`src/rtl/cpu_pkg.sv`:
```
// Shared encodings for the fetch/PC stage and its neighbours:
// next-PC selects, fetch FSM states and the NOP word.
package cpu_pkg;

    localparam logic [1:0] PC_SEQ = 2'b00;
    localparam logic [1:0] PC_BR  = 2'b01;
    localparam logic [1:0] PC_J   = 2'b10;
    localparam logic [1:0] PC_JR  = 2'b11;

    localparam logic [31:0] NOP = 32'h0000_0000;

    typedef enum logic [1:0] {
        S_IDLE  = 2'b00,
        S_FETCH = 2'b01,
        S_EXEC  = 2'b10
    } fetch_state_t;

endpackage

```
`src/rtl/fetch_pc_unit_next_pc.sv`:
```
// next_pc_calc: combinational next-PC selection and PC+4 link value.
// Ports: pc, instr, PCsrc, rs_data in; next_pc, pc_plus4, misalign out.
module next_pc_calc
    import cpu_pkg::*;
#(
    parameter int ADDR_W = 32
) (
    input  logic [ADDR_W-1:0] pc,
    input  logic [31:0]       instr,
    input  logic [1:0]        PCsrc,
    input  logic [31:0]       rs_data,
    output logic [ADDR_W-1:0] next_pc,
    output logic [ADDR_W-1:0] pc_plus4,
    output logic              misalign
);

    logic [ADDR_W-1:0] w_br_off;
    logic [ADDR_W-1:0] w_j_tgt;
    logic [ADDR_W-1:0] w_jr_tgt;
    logic              w_unused;

    assign pc_plus4 = pc + ADDR_W'(4);

    // Word offset, sign-extended and scaled to bytes.
    assign w_br_off = {{(ADDR_W-18){instr[15]}}, instr[15:0], 2'b00};

    // Jump keeps the region bits of the sequential address.
    assign w_j_tgt  = {pc_plus4[ADDR_W-1:28], instr[25:0], 2'b00};

    assign w_jr_tgt = ADDR_W'({rs_data[31:2], 2'b00});

    // Opcode bits are decoded elsewhere.
    assign w_unused = ^instr[31:26];

    assign misalign = (PCsrc == PC_JR) && (rs_data[1:0] != 2'b00);

    always_comb begin
        next_pc = pc_plus4;
        unique case (PCsrc)
            PC_SEQ: next_pc = pc_plus4;
            PC_BR:  next_pc = pc_plus4 + w_br_off;
            PC_J:   next_pc = w_j_tgt;
            PC_JR:  next_pc = w_jr_tgt;
        endcase
    end

endmodule

```
`src/rtl/fetch_pc_unit.sv`:
```
// fetch_pc_unit: PC register and single-outstanding instruction fetch FSM.
// Ports: clk/reset; imem_req/addr/ready/rdata fetch handshake;
// instr/instr_valid/pc/pc_plus4 to decode; PCsrc/rs_data/commit from
// control; align_err (FETCH_ALIGN_CHECK_EN enables misaligned-jr check).
module fetch_pc_unit
    import cpu_pkg::*;
#(
    parameter int                ADDR_W   = 32,
    parameter logic [ADDR_W-1:0] RESET_PC = '0
) (
    input  logic              clk,
    input  logic              reset,
    output logic              imem_req,
    output logic [ADDR_W-1:0] imem_addr,
    input  logic              imem_ready,
    input  logic [31:0]       imem_rdata,
    output logic [31:0]       instr,
    output logic              instr_valid,
    output logic [ADDR_W-1:0] pc,
    output logic [ADDR_W-1:0] pc_plus4,
    input  logic [1:0]        PCsrc,
    input  logic [31:0]       rs_data,
    input  logic              commit,
    output logic              align_err
);

`ifdef FETCH_ALIGN_CHECK_EN
    localparam bit ALIGN_CHK = 1'b1;
`else
    localparam bit ALIGN_CHK = 1'b0;
`endif

    fetch_state_t      r_state;
    logic [ADDR_W-1:0] r_pc;
    logic [31:0]       r_instr;
    logic              r_instr_valid;
    logic              r_imem_req;

    logic [ADDR_W-1:0] w_next_pc;
    logic [ADDR_W-1:0] w_pc_plus4;
    logic [ADDR_W-1:0] w_pc_load;
    logic              w_misalign;

    next_pc_calc #(
        .ADDR_W   (ADDR_W)
    ) u_next_pc (
        .pc       (r_pc),
        .instr    (r_instr),
        .PCsrc    (PCsrc),
        .rs_data  (rs_data),
        .next_pc  (w_next_pc),
        .pc_plus4 (w_pc_plus4),
        .misalign (w_misalign)
    );

    // A rejected jr falls through to the sequential address.
    assign w_pc_load = (ALIGN_CHK && w_misalign) ? w_pc_plus4 : w_next_pc;

    always_ff @(posedge clk) begin
        if (reset) begin
            r_state       <= S_IDLE;
            r_pc          <= RESET_PC;
            r_instr       <= NOP;
            r_instr_valid <= 1'b0;
            r_imem_req    <= 1'b0;
        end else begin
            unique case (r_state)
                S_IDLE: begin
                    r_state    <= S_FETCH;
                    r_imem_req <= 1'b1;
                end
                S_FETCH: begin
                    if (imem_ready) begin
                        r_instr       <= imem_rdata;
                        r_instr_valid <= 1'b1;
                        r_imem_req    <= 1'b0;
                        r_state       <= S_EXEC;
                    end
                end
                S_EXEC: begin
                    if (commit) begin
                        r_pc          <= w_pc_load;
                        r_instr_valid <= 1'b0;
                        r_imem_req    <= 1'b1;
                        r_state       <= S_FETCH;
                    end
                end
                default: begin
                    r_state       <= S_IDLE;
                    r_instr_valid <= 1'b0;
                    r_imem_req    <= 1'b0;
                end
            endcase
        end
    end

`ifdef FETCH_ALIGN_CHECK_EN
    logic r_align_err;

    always_ff @(posedge clk) begin
        if (reset) begin
            r_align_err <= 1'b0;
        end else if (r_state == S_EXEC && commit && w_misalign) begin
            r_align_err <= 1'b1;
        end
    end

    assign align_err = r_align_err;
`else
    assign align_err = 1'b0;
`endif

    assign imem_req    = r_imem_req;
    assign imem_addr   = r_pc;
    assign pc          = r_pc;
    assign pc_plus4    = w_pc_plus4;
    assign instr       = r_instr;
    assign instr_valid = r_instr_valid;

endmodule

```
`config.mk`:
```
export PLATFORM = sky130hd
export DESIGN_NAME = fetch_pc_unit
export DESIGN_NICKNAME = d
export VERILOG_FILES = /design/src/rtl/cpu_pkg.sv /design/src/rtl/fetch_pc_unit_next_pc.sv /design/src/rtl/fetch_pc_unit.sv
export SDC_FILE = /design/constraint.sdc
export NUM_CORES = 1
export LEC_CHECK = 0
export BUFFER_PORTS_ARGS = -buffer_cell sky130_fd_sc_hd__buf_2
export CAP_MARGIN = 0
export CORE_MARGIN = 4
export CORE_UTILIZATION = 35
export DETAILED_ROUTE_END_ITERATION = 8
export GPL_TIMING_DRIVEN = 1
export PLACE_DENSITY = 0.7
export SKIP_CTS_REPAIR_TIMING = 1
export SYNTH_ARGS = -nofsm -noshare
export SYNTH_HDL_FRONTEND = slang
export SYNTH_SLANG_ARGS = --single-unit
```
`constraint.sdc`:
```
create_clock -name clk -period 3.08 [get_ports clk]
set_input_delay 0.616 -clock clk [delete_from_list [all_inputs] [get_ports clk]]
set_output_delay 0.616 -clock clk [all_outputs]
set_load 0.03 [all_outputs]
```
==> results.sh, run 1 <==
export IMPL_tritoncts_num_sinks=65
export IMPL_critical_path_required_time_ps=3320
export IMPL_final_common_cell="buf_2"
export IMPL_synthCells=724
export IMPL_seq_area_frac_synth_pct=23.0
export IMPL_floorplan_initialDensity_pct=35.7
export IMPL_peakVddDrop_uv=232
export IMPL_synth_cell_types=80
export IMPL_ys_flop_type="dfxtp_1"
export IMPL_drt_first_iter_violations=382
export IMPL_die_width_um=135
export IMPL_first_global_vias=6278
export IMPL_yosysWarnings=0
export IMPL_hold_path_class="reg -> reg"
export IMPL_status="finished with violations"
export IMPL_top_level_ports=201
export IMPL_power_density_nw_per_um2=292
export IMPL_cp_end_kind="register"
export IMPL_clock_root_buffer="clkbuf_16"
export IMPL_final_layout_size_suffix_gt1_share_pct=50.0
export IMPL_max_clock_path_buffers=2
export IMPL_port_buffer_count=191
export IMPL_post_route_min_period_ps=3400
export IMPL_final_cell_mix="buf_2 (191), buf_4 (146), nand2_1 (126)"
export IMPL_critical_path_startpoint_category="register"
export IMPL_grt_total_usage_pct=22.7
export IMPL_relSlewSlack_pct=52.0
export IMPL_synth_cell_area_um2=5660
export IMPL_syn_avg_cell_area_um2=7.82
export IMPL_layout_nets=1117
export IMPL_wirelength_um=21600
export IMPL_dieArea_um2=18300
export IMPL_cp_max_fo=4
export IMPL_floorplan_rows=46
export IMPL_final_core_util_pct=55.3
export IMPL_clkTransAtPathRegs_ps=60
export IMPL_critPathKind="reg -> reg"
export IMPL_grt_max_degree=35
export IMPL_detailedRoute_firstPassIterationCount=7
export IMPL_post_route_setup_slack_ps=-322
export IMPL_cp_arrival_ps=3640
export IMPL_standard_cell_core_area_um2=15900
export IMPL_grt_overflow_total=0
export IMPL_global_route_wire_length_before_repair_um=32900
export IMPL_worstPathCellList="and4_1 > buf_4 > and2_4 > and3_4 > nand3_4 > xnor2_4 > ha_4 > a21oi_2 > and2b_1 > or3_4 > o32a_1 > or3b_1 > a21oi_2 > o21ai_1"
export IMPL_report_final_setup_viol=14
export IMPL_cpPeakStageDelay_ps=420
export IMPL_share_of_flip_flops_with_an_asynchronous_set_or_reset_after_synthesis_pct=0
export IMPL_clk_latency_ps=350
export IMPL_cp_common_cell="a21oi_2"
export IMPL_p_leak_uw=0.00427
export IMPL_ctsHtreeMaxLevel=3
export IMPL_ys_seq_elements=65
export IMPL_antenna_found_initial=1
export IMPL_routabilityCongestion=0.904
export IMPL_rsz_0062_raised_after_global_routing="yes"
export IMPL_layout_worst_path_cycle_share_pct=110
export IMPL_place_hpwl_um=16600
export IMPL_drcViolationCount=0
export IMPL_slew_violations=0
export IMPL_routed_wire_length_per_instance_um=17.5
export IMPL_numCtsBuffers=9
export IMPL_number_of_maximum_capacitance_violations=0
export IMPL_tritoncts="yes"
export IMPL_finalSetupTns_ps=-2310
export IMPL_synth_edf_count=0
export IMPL_overall_power_consumption_uw=2570
export IMPL_route_detailed_vias_per_inst=5.23
export IMPL_violated_checks="negative setup slack"
export IMPL_finalClockSkew_ps=6.82
export IMPL_area_growth_syn_to_layout_pct=55.1
export IMPL_critical_path_slowest_cell="o32a_1"
export IMPL_placed_cells_incl_taps=1207
export IMPL_final_cells=1234
export IMPL_route_vias_total=6454
export IMPL_worst_slew_pin_slew_ps=720
export IMPL_die_height_um=135
export IMPL_whs_ps=451
export IMPL_ant_nets=0
export IMPL_timing_final_hold_violations=0
export IMPL_clock_fmax_mhz=294
path summary, 6_finish.rpt:
path | startpoint | end | slack [ps] | cells past startpoint
setup / recovery | imem_addr[8] | imem_addr[28] | -320 | 14
hold reg to reg | instr[26] | instr[26] | 450 | 2
setup reg to reg | imem_addr[8] | imem_addr[28] | -320 | 14
hold / removal | instr[26] | instr[26] | 450 | 2
cells by family after synthesis:
family	count (synthesis)	synth area share, %
xor+xnor	50	7.97
flops	65	23.0
simple gates	263	21.7
other cells	1	0.0662
compound gates	192	22.0
fa+ha+maj	35	7.86
buf+inv	87	9.15
mux	31	8.28
power breakdown:
| part | leakage (uW) | internal, uW | switching [uW] |
|---|---|---|---|
| sequential | 0.000541 | 860 | 31.1 |
| clock | 0.000144 | 704 | 424 |
| combinational | 0.00359 | 220 | 328 |
per-layer routing:
layer  part of all wire [%]  vias to the layer above  GRT usage (%)
li1                       -                     3130              -
met1                     43                     3029           29.9
met2                     48                      264           37.8
met3                    7.1                       29           4.57
met4                    1.5                        2           6.66
met5                  0.060                        -              0
sequential cells by signal, indices dropped and copies added, names as in the netlist:
signal       cells
instr           32
instr_valid      1
imem_addr       30
r_state          1
imem_req         1
final cells by class:
class                   count  area, um2
repair buffers            343       2130
inverters                  15       56.3
clock buffers              10        229
flip-flops and latches     65       1360
fillers                  1466       7100
diodes                      1       2.50
clock inverters             6       82.6
multi-input cells         578       4650
well taps                 216        270
cells in the mapped netlist (all sizes together) (2+ instances only):
| master | n | area share [%] |
|---|---|---|
| nand2 | 131 | 8.7 |
| a21oi | 93 | 8.4 |
| dfxtp | 65 | 23 |
| buf | 47 | 6.1 |
| nor2 | 40 | 2.7 |
| xnor2 | 37 | 5.7 |
| ha | 34 | 7.5 |
| o21ai | 28 | 2.8 |
| clkbuf | 25 | 2.0 |
| nand3 | 24 | 2.1 |
| and3 | 15 | 1.7 |
| inv | 15 | 0.99 |
| a21o | 13 | 1.7 |
| mux2i | 12 | 2.1 |
| mux4 | 12 | 4.8 |
| xor2 | 12 | 1.9 |
| nor3 | 8 | 0.71 |
| mux2 | 7 | 1.4 |
| nand4 | 7 | 0.77 |
| o211ai | 6 | 0.88 |
| a22o | 5 | 0.77 |
| and4 | 5 | 0.77 |
| nor2b | 5 | 0.68 |
| o21bai | 5 | 0.66 |
| a211o | 4 | 0.64 |
| a31oi | 4 | 0.44 |
| and2 | 4 | 0.44 |
| nand2b | 4 | 0.44 |
| or2 | 4 | 0.44 |
| or3 | 4 | 0.53 |
| a221oi | 3 | 0.57 |
| o221ai | 3 | 0.46 |
| a211oi | 2 | 0.26 |
| a21boi | 2 | 0.27 |
| a22oi | 2 | 0.26 |
| a311oi | 2 | 0.42 |
| a32o | 2 | 0.35 |
| a32oi | 2 | 0.31 |
| and2b | 2 | 0.29 |
| nor4 | 2 | 0.33 |
| o21a | 2 | 0.26 |
| o22ai | 2 | 0.22 |
| o311ai | 2 | 0.31 |
| or3b | 2 | 0.31 |
| or4 | 2 | 0.26 |
per-stage QoR:
stage | instance area (um2) | worst slack (ps)
after floorplan | 6160 | -398
after global placement | 7990 | -327
after detailed placement | 7990 | -330
after CTS | 8300 | -350
after global routing | 8780 | -447
final | 8780 | -322
critical path, delay by kind of cell, from the launching register on:
| family | cells | cell delay (ps) |
|---|---|---|
| XOR/XNOR | 1 | 180 |
| adder cells (fa/ha/maj) | 1 | 240 |
| buffers and inverters | 1 | 110 |
| AO/OA/AOI/OAI | 4 | 790 |
| flip-flops | 1 | 340 |
| AND/OR/NAND/NOR | 7 | 1630 |
(Power assumes the default switching activity.)
==> run 2, diff against run 1 <==
CTS_BUF_LIST = sky130_fd_sc_hd__clkbuf_4   (was unset)
==> run 2 against run 1 <==
  * The flow still finishes with violations (negative setup slack)
  * Count of clock-buffer cells in the layout is the same
  * Clock skew grew 9.0 ps
  * Critical path depth is the same
  * Sequential share of layout area shrank 0.19 points
  * Cell count grew 0.81%
  * Die area is the same
  * Register-to-register slack lost 20 ps
  * Via count grew 0.53%
  * Utilization grew 0.68 points
  * Routed wire length shrank 0.34%
  * Critical path type unchanged
  * Largest power group is now registers
==> results.sh, run 2 (synthesis gave the netlist of run 1 again) <==
export IMPL_global_route_wire_length_before_repair_um=32800
export IMPL_final_layout_size_suffix_gt1_share_pct=52.0
export IMPL_timing_final_hold_violations=0
export IMPL_clkPwrFrac_pct=33.0
export IMPL_place_hpwl_um=16600
export IMPL_internal_power_of_the_cells_uw=1410
export IMPL_number_of_maximum_capacitance_violations=0
export IMPL_die_width_um=135
export IMPL_wirelength_um=21500
export IMPL_drcViolationCount=0
export IMPL_power_combinational_fraction_pct=25.7
export IMPL_floorplan_initialDensity_pct=35.7
export IMPL_number_of_flip_flops_in_the_largest_register=32
export IMPL_worst_slew_pin_slew_ps=711
export IMPL_route_vias_total=6488
export IMPL_multi_input_area_um2=4810
export IMPL_port_buffer_count=191
export IMPL_clock_fmax_mhz=293
export IMPL_switching_power_uw=739
export IMPL_place_worst_setup_slack_ps=-330
export IMPL_max_clock_path_buffers=2
export IMPL_finalSetupTns_ps=-2360
export IMPL_final_common_cell="buf_2"
export IMPL_die_height_um=135
export IMPL_ctsHtreeMaxLevel=3
export IMPL_route_detailed_vias_per_inst=5.22
export IMPL_worstPathCellList="and4_4 > buf_6 > and2_4 > and3_4 > nand3_4 > xnor2_4 > ha_4 > a21oi_2 > and2b_1 > or3_4 > o32a_1 > or3b_1 > a21oi_2 > o21ai_1"
export IMPL_critical_path_required_time_ps=3460
export IMPL_critical_path_slowest_cell="o32a_1"
export IMPL_overall_power_consumption_uw=2150
export IMPL_clk_latency_ps=470
export IMPL_cp_end_kind="register"
export IMPL_dieArea_um2=18300
export IMPL_antenna_found_initial=2
export IMPL_critical_path_startpoint_category="register"
export IMPL_floorplan_rows=46
export IMPL_whs_ps=368
export IMPL_post_route_setup_slack_ps=-338
export IMPL_power_density_nw_per_um2=242
export IMPL_cp_common_cell="a21oi_2"
export IMPL_tritoncts="yes"
export IMPL_p_leak_uw=0.00433
export IMPL_routed_wire_length_per_instance_um=17.3
export IMPL_power_frac_seq_pct=41.3
export IMPL_critical_path_n_buffers_inverters=1
export IMPL_cp_arrival_ps=3800
export IMPL_relSlewSlack_pct=52.6
export IMPL_sequential_cell_area_um2=1360
export IMPL_grt_overflow_total=0
export IMPL_grt_max_degree=35
export IMPL_hold_path_class="in -> reg"
export IMPL_placed_cells_incl_taps=1207
export IMPL_first_global_vias=6241
export IMPL_final_cells=1244
export IMPL_rsz_0062_raised_after_global_routing="yes"
export IMPL_post_route_min_period_ps=3420
export IMPL_ant_nets=0
export IMPL_standard_cell_core_area_um2=15900
export IMPL_layout_worst_path_cycle_share_pct=111
export IMPL_finalClockSkew_ps=15.8
export IMPL_status="finished with violations"
export IMPL_tritoncts_num_sinks=65
export IMPL_top_level_ports=201
export IMPL_violated_checks="negative setup slack"
export IMPL_fill_cells=1448
export IMPL_cpLargestDelayFamily="simple AND/OR/NAND/NOR gates"
export IMPL_detailedRoute_firstPassIterationCount=5
export IMPL_grt_total_usage_pct=22.6
export IMPL_layout_nets=1126
export IMPL_cpPeakStageDelay_ps=410
export IMPL_peakVddDrop_uv=234
export IMPL_report_final_setup_viol=17
export IMPL_critPathKind="reg -> reg"
export IMPL_numCtsBuffers=9
export IMPL_clock_root_buffer="clkbuf_4"
export IMPL_clkTransAtPathRegs_ps=130
export IMPL_drt_first_iter_violations=392
export IMPL_routabilityCongestion=0.904
export IMPL_area_growth_syn_to_layout_pct=57.0
export IMPL_power_share_switching_pct=34.3
export IMPL_slew_violations=0
export IMPL_final_cell_mix="buf_2 (186), buf_4 (155), nand2_1 (126)"
export IMPL_cp_max_fo=4
-- run 2: cell count changes in the layout (fill, tap and decap cells not counted), sizes merged --
cell / change
buf: +9
diode: +1
-- run 2: layer usage --
layer / GRT usage [%] / wire length [um]
met5: 0 / 13
met3: 4.20 / 1390
met1: 30.2 / 9320
met2: 37.4 / 10400
met4: 6.38 / 383
-- run 2: path summary, 6_finish.rpt --
| kind | startpoint | to | slack (ps) | cells after the start |
|---|---|---|---|---|
| worst max register to register | imem_addr[8] | imem_addr[28] | -340 | 14 |
| worst min register to register | instr[26] | instr[26] | 460 | 2 |
| worst min-delay path | imem_rdata[21] | instr[21] | 370 | 3 |
| worst max-delay path | imem_addr[8] | imem_addr[28] | -340 | 14 |
-- run 2: final cells by class --
type | instances | area share, %
antenna | 2 | 0.0563
clock buffer | 10 | 0.844
clock inverter | 6 | 0.929
inverter | 15 | 0.633
multi-input combinational | 578 | 54.1
sequential | 65 | 15.3
tap | 216 | 3.04
timing repair buffer | 352 | 25.1
-- run 2: metrics by stage --
stage          utilization, %  instance area [um2]
2_1_floorplan               -                 6160
3_3_place_gp             50.3                 7990
3_5_place_dp             50.3                 7990
4_1_cts                  51.3                 8150
5_1_grt                  56.0                 8890
6_report                 56.0                 8890
-- run 2: power groups by stage --
| stage | combinational [uW] | sequential (uW) | clock, uW |
|---|---|---|---|
| 2_1_floorplan | 288 | 966 | 0 |
| 6_report | 553 | 890 | 710 |
| 3_5_place_dp | 526 | 908 | 0 |
| 4_1_cts | 528 | 889 | 719 |
| 5_1_grt | 596 | 895 | 761 |
| 3_3_place_gp | 520 | 907 | 0 |
-- run 2: tightest hold or removal path: stages --
cell     delay (ps)
buf_2            90
nand2_1          50
a21oi_1          50
